## config.mk

```make
export PLATFORM = sky130hd
export DESIGN_NAME = sm_product_accum
export DESIGN_NICKNAME = d
export VERILOG_FILES = /design/src/rtl/sm_product_accum.sv
export SDC_FILE = /design/constraint.sdc
export NUM_CORES = 1
export LEC_CHECK = 0
export ABC_CLOCK_PERIOD_IN_PS = 4250
export CAP_MARGIN = 15
export CORE_AREA = 2 2 105 56
export DETAILED_ROUTE_END_ITERATION = 16
export DIE_AREA = 0 0 107 58
export GPL_TIMING_DRIVEN = 0
export PLACE_DENSITY = 0.74
export SYNTH_ARGS = -nofsm -noshare
export SYNTH_HDL_FRONTEND = slang
export SYNTH_SLANG_ARGS = --single-unit
```

## constraint.sdc

```tcl
create_clock -name clk -period 4.25 [get_ports clk]
set_clock_uncertainty 0.1 [all_clocks]
set_input_delay 0.425 -clock clk [delete_from_list [all_inputs] [get_ports clk]]
set_output_delay 0.425 -clock clk [all_outputs]
set_load 0.01 [all_outputs]
```

## src/rtl/sm_product_accum.sv

```systemverilog
// Accumulates a frame of sign-magnitude products into a saturating signed sum,
// then applies optional ReLU and clips to the output activation width.
//
// state | meaning
// IDLE  | no beat accepted yet in this frame
// ACC   | at least one beat accepted, waiting for the last one
// OUT   | result presented, waiting for the consumer handshake
module sm_product_accum #(
    parameter int PROD_W = 8,
    parameter int ACC_W  = 16,
    parameter int OUT_W  = 8,
    parameter int CNT_W  = 8
) (
    input  logic              clk,
    input  logic              rst_n,
    input  logic              in_valid,
    output logic              in_ready,
    input  logic [PROD_W-1:0] in_mag,
    input  logic              in_sign,
    input  logic              in_last,
    input  logic              relu_en,
    output logic              out_valid,
    input  logic              out_ready,
    output logic [OUT_W-1:0]  out_data,
    output logic              out_ovf,
    output logic [CNT_W-1:0]  term_cnt
);

    typedef enum logic [1:0] {
        S_IDLE = 2'd0,
        S_ACC  = 2'd1,
        S_OUT  = 2'd2
    } state_t;

    localparam logic [ACC_W-1:0] ACC_MAX = {1'b0, {(ACC_W-1){1'b1}}};
    localparam logic [ACC_W-1:0] ACC_MIN = {1'b1, {(ACC_W-1){1'b0}}};
    localparam logic [OUT_W-1:0] OUT_MAX = {1'b0, {(OUT_W-1){1'b1}}};
    localparam logic [OUT_W-1:0] OUT_MIN = {1'b1, {(OUT_W-1){1'b0}}};

    state_t state, state_nxt;

    logic [ACC_W-1:0]     acc;
    logic                 ovf_flag;
    logic [ACC_W-1:0]     mag_ext;
    logic [ACC_W-1:0]     term;
    logic [ACC_W:0]       sum_wide;
    logic                 sat;
    logic [ACC_W-1:0]     sat_sum;
    logic [ACC_W-1:0]     relu_val;
    logic [ACC_W-OUT_W:0] hi_bits;
    logic                 fits;
    logic [OUT_W-1:0]     clip_val;
    logic [CNT_W-1:0]     cnt_inc;
    logic                 accept;
    logic                 handshake;

    assign in_ready  = (state != S_OUT);
    assign out_valid = (state == S_OUT);
    assign out_ovf   = ovf_flag;
    assign accept    = in_valid && in_ready;
    assign handshake = out_valid && out_ready;

    // Add one bit of headroom; disagreement of the top two bits means overflow.
    assign mag_ext  = {{(ACC_W-PROD_W){1'b0}}, in_mag};
    assign term     = in_sign ? (~mag_ext + 1'b1) : mag_ext;
    assign sum_wide = {acc[ACC_W-1], acc} + {term[ACC_W-1], term};
    assign sat      = sum_wide[ACC_W] ^ sum_wide[ACC_W-1];
    assign sat_sum  = sat ? (sum_wide[ACC_W] ? ACC_MIN : ACC_MAX) : sum_wide[ACC_W-1:0];

    assign relu_val = (relu_en && sat_sum[ACC_W-1]) ? '0 : sat_sum;
    assign hi_bits  = relu_val[ACC_W-1:OUT_W-1];
    assign fits     = (&hi_bits) || !(|hi_bits);
    assign clip_val = fits ? relu_val[OUT_W-1:0] : (relu_val[ACC_W-1] ? OUT_MIN : OUT_MAX);

    assign cnt_inc = (&term_cnt) ? term_cnt : term_cnt + 1'b1;

    always_ff @(posedge clk or negedge rst_n) begin
        if (!rst_n) begin
            state <= S_IDLE;
        end else begin
            state <= state_nxt;
        end
    end

    always_comb begin
        state_nxt = state;
        case (state)
            S_IDLE, S_ACC: begin
                if (accept) begin
                    state_nxt = in_last ? S_OUT : S_ACC;
                end
            end
            S_OUT: begin
                if (out_ready) begin
                    state_nxt = S_IDLE;
                end
            end
            default: state_nxt = S_IDLE;
        endcase
    end

    always_ff @(posedge clk or negedge rst_n) begin
        if (!rst_n) begin
            acc      <= '0;
            ovf_flag <= 1'b0;
            out_data <= '0;
            term_cnt <= '0;
        end else if (accept) begin
            term_cnt <= cnt_inc;
            if (in_last) begin
                acc      <= '0;
                out_data <= clip_val;
                ovf_flag <= ovf_flag || sat || !fits;
            end else begin
                acc      <= sat_sum;
                ovf_flag <= ovf_flag || sat;
            end
        end else if (handshake) begin
            term_cnt <= '0;
            ovf_flag <= 1'b0;
        end
    end

endmodule

```

# After elaboration in Yosys (flattened, before gate mapping)
# Index checks and enable logic that the tools add are counted.
[word_totals]
regBits = 35
latchBits = 0
mem_bits_rw = 0
romBits = 0
out_inout_bits = 19
word_cells = 50
mem_count = 0
[classes]
addsub = 3
multipliers = 0
div_mod_pow = 0
n_lt_le_gt_ge = 0
eq_ne = 6
shifts = 0
mux = 17
n_bitwise = 2
n_reduce_logical = 17
[ops]
columns = ["operator", "n"]
rows = [
  ["2-to-1 mux 16 bit", 5],
  ["2-to-1 mux 8 bit", 5],
  ["adder 16 x 16 -> 17 bit", 1],
  ["adder 16 x 1 -> 16 bit, second input constant", 1],
  ["NOT 8 -> 16 bit", 1],
  ["AND reduction 9 bit", 1],
  ["OR reduction 9 bit", 1],
  ["adder 8 x 1 -> 8 bit, second input constant", 1],
  ["AND reduction 8 bit", 1],
  ["2-to-1 mux 2 bit", 3],
  ["!= test 2 bit, second input constant", 3],
  ["AND reduction 2 bit", 3],
  ["one-hot mux 2 bit (2 select lines)", 1],
  ["logical AND 1 bit", 3],
  ["logical OR 1 bit", 3],
  ["2-to-1 mux 1 bit", 3],
  ["equality test 2 x 1 -> 1 bit, second input constant", 1],
  ["equality test 2 bit, second input constant", 1],
  ["zero test 1 bit", 2],
  ["zero test 2 bit", 1],
  ["!= test 2 x 1 -> 1 bit, second input constant", 1],
  ["nonzero test 2 bit", 1],
  ["OR reduction 2 bit", 1],
  ["XOR 1 bit", 1],
]

# Depth between registers and ports, before layout
[logic_depth]
depth_word = 15
depth_mapped = 16

# Least setup slack after synthesis
# OpenSTA, ideal clock, no wires.
[synth_timing]
kind = "input to register"
from = "input in_mag[2]"
to = "register out_data[0]"
arrival_time_ps = 3938
required_ps = 4024
path_slack_ps = 86
path_stages = 15
path_cell_list = "nor3_1 > nand2_1 > nor3_1 > ha_1 > nand2_1 > o21ai_0 > ha_1 > a21oi_1 > o211ai_1 > nand3b_1 > a21boi_1 > mux2_4 > or4_1 > o41a_4 > a221o_1"
[synth_between]
elab_chain_len = 12
elab_cells_between_ends = 15
cone_classes = "2 x add/sub; 6 x mux; 2 x bitwise; 5 x reduce/logical"
[synth_rtl]
columns = ["element", "line", "rtl"]
rows = [
  ["from (decl)", "18", "input logic [PROD_W-1:0] in_mag,"],
  ["NOT 8 -> 16 bit", "65", "assign term = in_sign ? (~mag_ext + 1'b1) : mag_ext;"],
  ["adder 16 x 1 -> 16 bit", "65", ""],
  ["2-to-1 mux 16 bit *", "65", ""],
  ["adder 16 x 16 -> 17 bit *", "66", "assign sum_wide = {acc[ACC_W-1], acc} + {term[ACC_W-1], term};"],
  ["2-to-1 mux 16 bit / XOR 1 bit (equally long branches)", "68, 67", ""],
  ["2-to-1 mux 16 bit *", "68", "assign sat_sum = sat ? (sum_wide[ACC_W] ? ACC_MIN : ACC_MAX) : sum_wide[ACC_W-1:0];"],
  ["logical AND 1 bit", "70", "assign relu_val = (relu_en && sat_sum[ACC_W-1]) ? '0 : sat_sum;"],
  ["2-to-1 mux 16 bit *", "70", ""],
  ["OR reduction 9 bit", "72", "assign fits = (&hi_bits) || !(|hi_bits);"],
  ["zero test 1 bit", "72", ""],
  ["logical OR 1 bit", "72", ""],
  ["2-to-1 mux 8 bit *", "73", "assign clip_val = fits ? relu_val[OUT_W-1:0] : (relu_val[ACC_W-1] ? OUT_MIN : OUT_MAX);"],
  ["to (signal assigned)", "112", "out_data <= clip_val;"],
  ["to (decl)", "24", "output logic [OUT_W-1:0] out_data,"],
]
# Mark *: on every way between the ends. The rest lies on a longest branch, timed or not.
# A chain may end at the register's enable or synchronous reset.

# Worst setup path in the final report
[layout_timing]
from = "input in_mag[7]"
to = "register out_data[1]"
# Same word-level chain as after synthesis.

==> results.ini <==
[floorplanning]
rows=19
core_um2=5301
dieArea_um2=6206
initial_utilization=0.4992
die-height_um=58
num_io_pins=34
die_w_um=107

[synthesis]
yosysMostFrequentCell=nand2_1
synth_cells=307
synthAdderAreaFrac=0.1021
synth_top_family_by_area=compound AO/OA/AOI/OAI gates
yosys_most_used_dff=dfrtp_1
ys_ff_latch=35
seq_area_frac_synth=0.3310
async_flop_share=1.000
syn_area_um2=2646
synth_fp_nets=343
synth_edf_count=0
synthXorXnorAreaFrac=0.07612
yosys.area.top_type_share=0.3310
synth_compound_area_frac=0.2780
synth_mux_area_frac=0.01749
synth_common_cells=38 x nand2_1, 35 x dfrtp_1, 33 x o21ai_0, 24 x nor2_1, 20 x ha_1
ys_types=51
yosysTopAreaCell=dfrtp_1
yosys_warnings=0
synth.area.top_cells=dfrtp_1 33%, ha_1 9.5%, o21ai_0 6.2%
yosys.area_share.simple=0.1655
syn_area_per_cell_um2=8.620

[timing]
max_clock_freq_mhz=241.1
hold_viol_final=0
fin_tns_setup_ps=0
rsz0062_at_grt=no
finalCritPeriodShare=0.9759
drv_slew=0
relSlewSlack=0.4805
hold_slack_ps=107.2
setup_viol_count_final=0
tightest_slew_ps=779.2
finalCriticalPeriod_ps=4147

[layout]
areaGrowthSynthToFinish_pct=28.94
drive_above_1_share=0.1939
diodes=0
final_area_um2=3412
fin_cells=434
num-nets-final=396

[clocking]
worstSkewPairLatency_ps=290
clock-sinks=35
cts_tree=yes
clockBufferDepth=2
clock_tree.root_cell=clkbuf_8
cts_made_buffers=5
ctsHtreeMaxLevel=2
path_clk_slew_ps=80

[grt]
grt_pass1_vias=2285
grt_start_max_net_pins=36
met2_usage=0.3321
grt_pass1_wl_mm=11.82
grt_util_all_layers=0.2486
antenna_found_initial=0
met1_usage=0.4154
grt.met3_usage=0.05399
gr-total-overflow=0
top_usage_layer=met1

[min_path]
hold_class=in2async

[setup_path]
critPathBufInv=1
worstPathMaxFanout=8
cp_slowest_cell=o41a_4
start_kind=primary input
crit_chain=clkdlybuf4s50_1 -> nor3_4 -> a31oi_1 -> ha_1 -> a21oi_2 -> o21ai_1 -> a221oi_2 -> o21ai_2 -> mux2_4 -> or4_4 -> o41a_4 -> a221o_1
crit_arrival_ps=4220
cp_data_required_time_ps=4320
slowest_delay_ps=560
cp-end-kind=flop
path_class=in2reg
path_delay_family=compound AO/OA/AOI/OAI gates

[place]
dp.cells=412
gp_congestion=0.8998
placed_area_um2=3053
dp_hpwl_mm=5.727
io_buffers=32

[power]
ir_drop_v=0.0003161
power_w=0.002375
power_density_nw_per_um2=696.2
leakage_nw=1.511

[routing]
dr.pass1.iters=4
routed_via_density=5.956
ant_nets=0
wl_per_cell_um=17.26
drt_iter0_markers=145
drt_wl_total_mm=7.490
drc_errors=0
vias=2585

[run]
drv_cap=0

[status]
status=finished, final reports clean

## through the flow
step	utilization	worst slack, ps
finish	0.6436	102.5
global route	0.6436	4.173
CTS	0.6200	10.57
detailed placement	0.5759	-1141
global placement	0.5768	-986.3
floorplan	-	86.37
## cell type report
cell class	count	area [um^2]
inverter	13	48.80
clock buffer	5	68.82
tap	73	91.34
sequential	35	875.8
clock inverter	3	43.79
buffer	8	30.03
multi-input combinational	251	1846
timing repair buffer	46	407.9
fill	470	1889
## registers in the layout (all words and copies together) (netlist names)
name      count
acc          16
out_data      8
term_cnt      8
state         2
out_ovf       1
## worst paths after layout
kind / cells after the start / start / slack (ps) / to
max: 12 / in_mag[7] / 100 / out_data[1]
min: 1 / rst_n / 110 / acc[1]
max reg2reg: 10 / acc[0] / 550 / out_data[1]
min reg2reg: 1 / state[1] / 360 / state[0]
max in group asynchronous: 1 / rst_n / 3440 / acc[14]
min in group clk: 1 / state[1] / 360 / state[0]
## per-layer routing
layer,vias to the layer above,part of all wire
met5,-,0
met4,0,0.0036
met3,5,0.068
met2,84,0.38
met1,1252,0.54
li1,1244,-
## cell families (layout without fill, tap and decap cells)
family / after synthesis / after routing
buffers and inverters: 21 / 75
XOR/XNOR: 23 / 23
AO/OA/AOI/OAI: 106 / 106
adder cells (fa/ha/maj): 21 / 21
flip-flops: 35 / 35
multiplexers: 4 / 4
AND/OR/NAND/NOR: 97 / 97
## report_power, final
group / internal (W) / switching, W
Clock: 0.000175 / 0.000132
Combinational: 0.000672 / 0.000835
Sequential: 0.000460 / 0.000101
## worst reg2reg max path, delay by kind of cell (launching register included)
kind            cells  cell delay (ps)
compound gates      5             1530
xor+xnor            1              110
fa+ha+maj           2              640
flops               1              390
simple gates        2              820
## cell usage in the layout, fill, tap and decap left out, types with 8 or more instances in the layout
| master | n |
|---|---|
| a21oi_1 | 13 |
| a31oi_1 | 8 |
| buf_4 | 14 |
| clkbuf_1 | 8 |
| clkdlybuf4s50_1 | 24 |
| dfrtp_1 | 35 |
| ha_1 | 14 |
| inv_1 | 13 |
| nand2_1 | 37 |
| nand3_1 | 9 |
| nor2_1 | 23 |
| o21ai_0 | 29 |
| xnor2_1 | 15 |
## timing repair
item / CTS / global route
hold buffers: 0 / 0
buffers inserted: 6 / 8
gates resized for setup: 24 / 29
endpoints found under the setup margin: 23 / 8
pin swaps: 6 / 13
(Power assumes the default switching activity.)
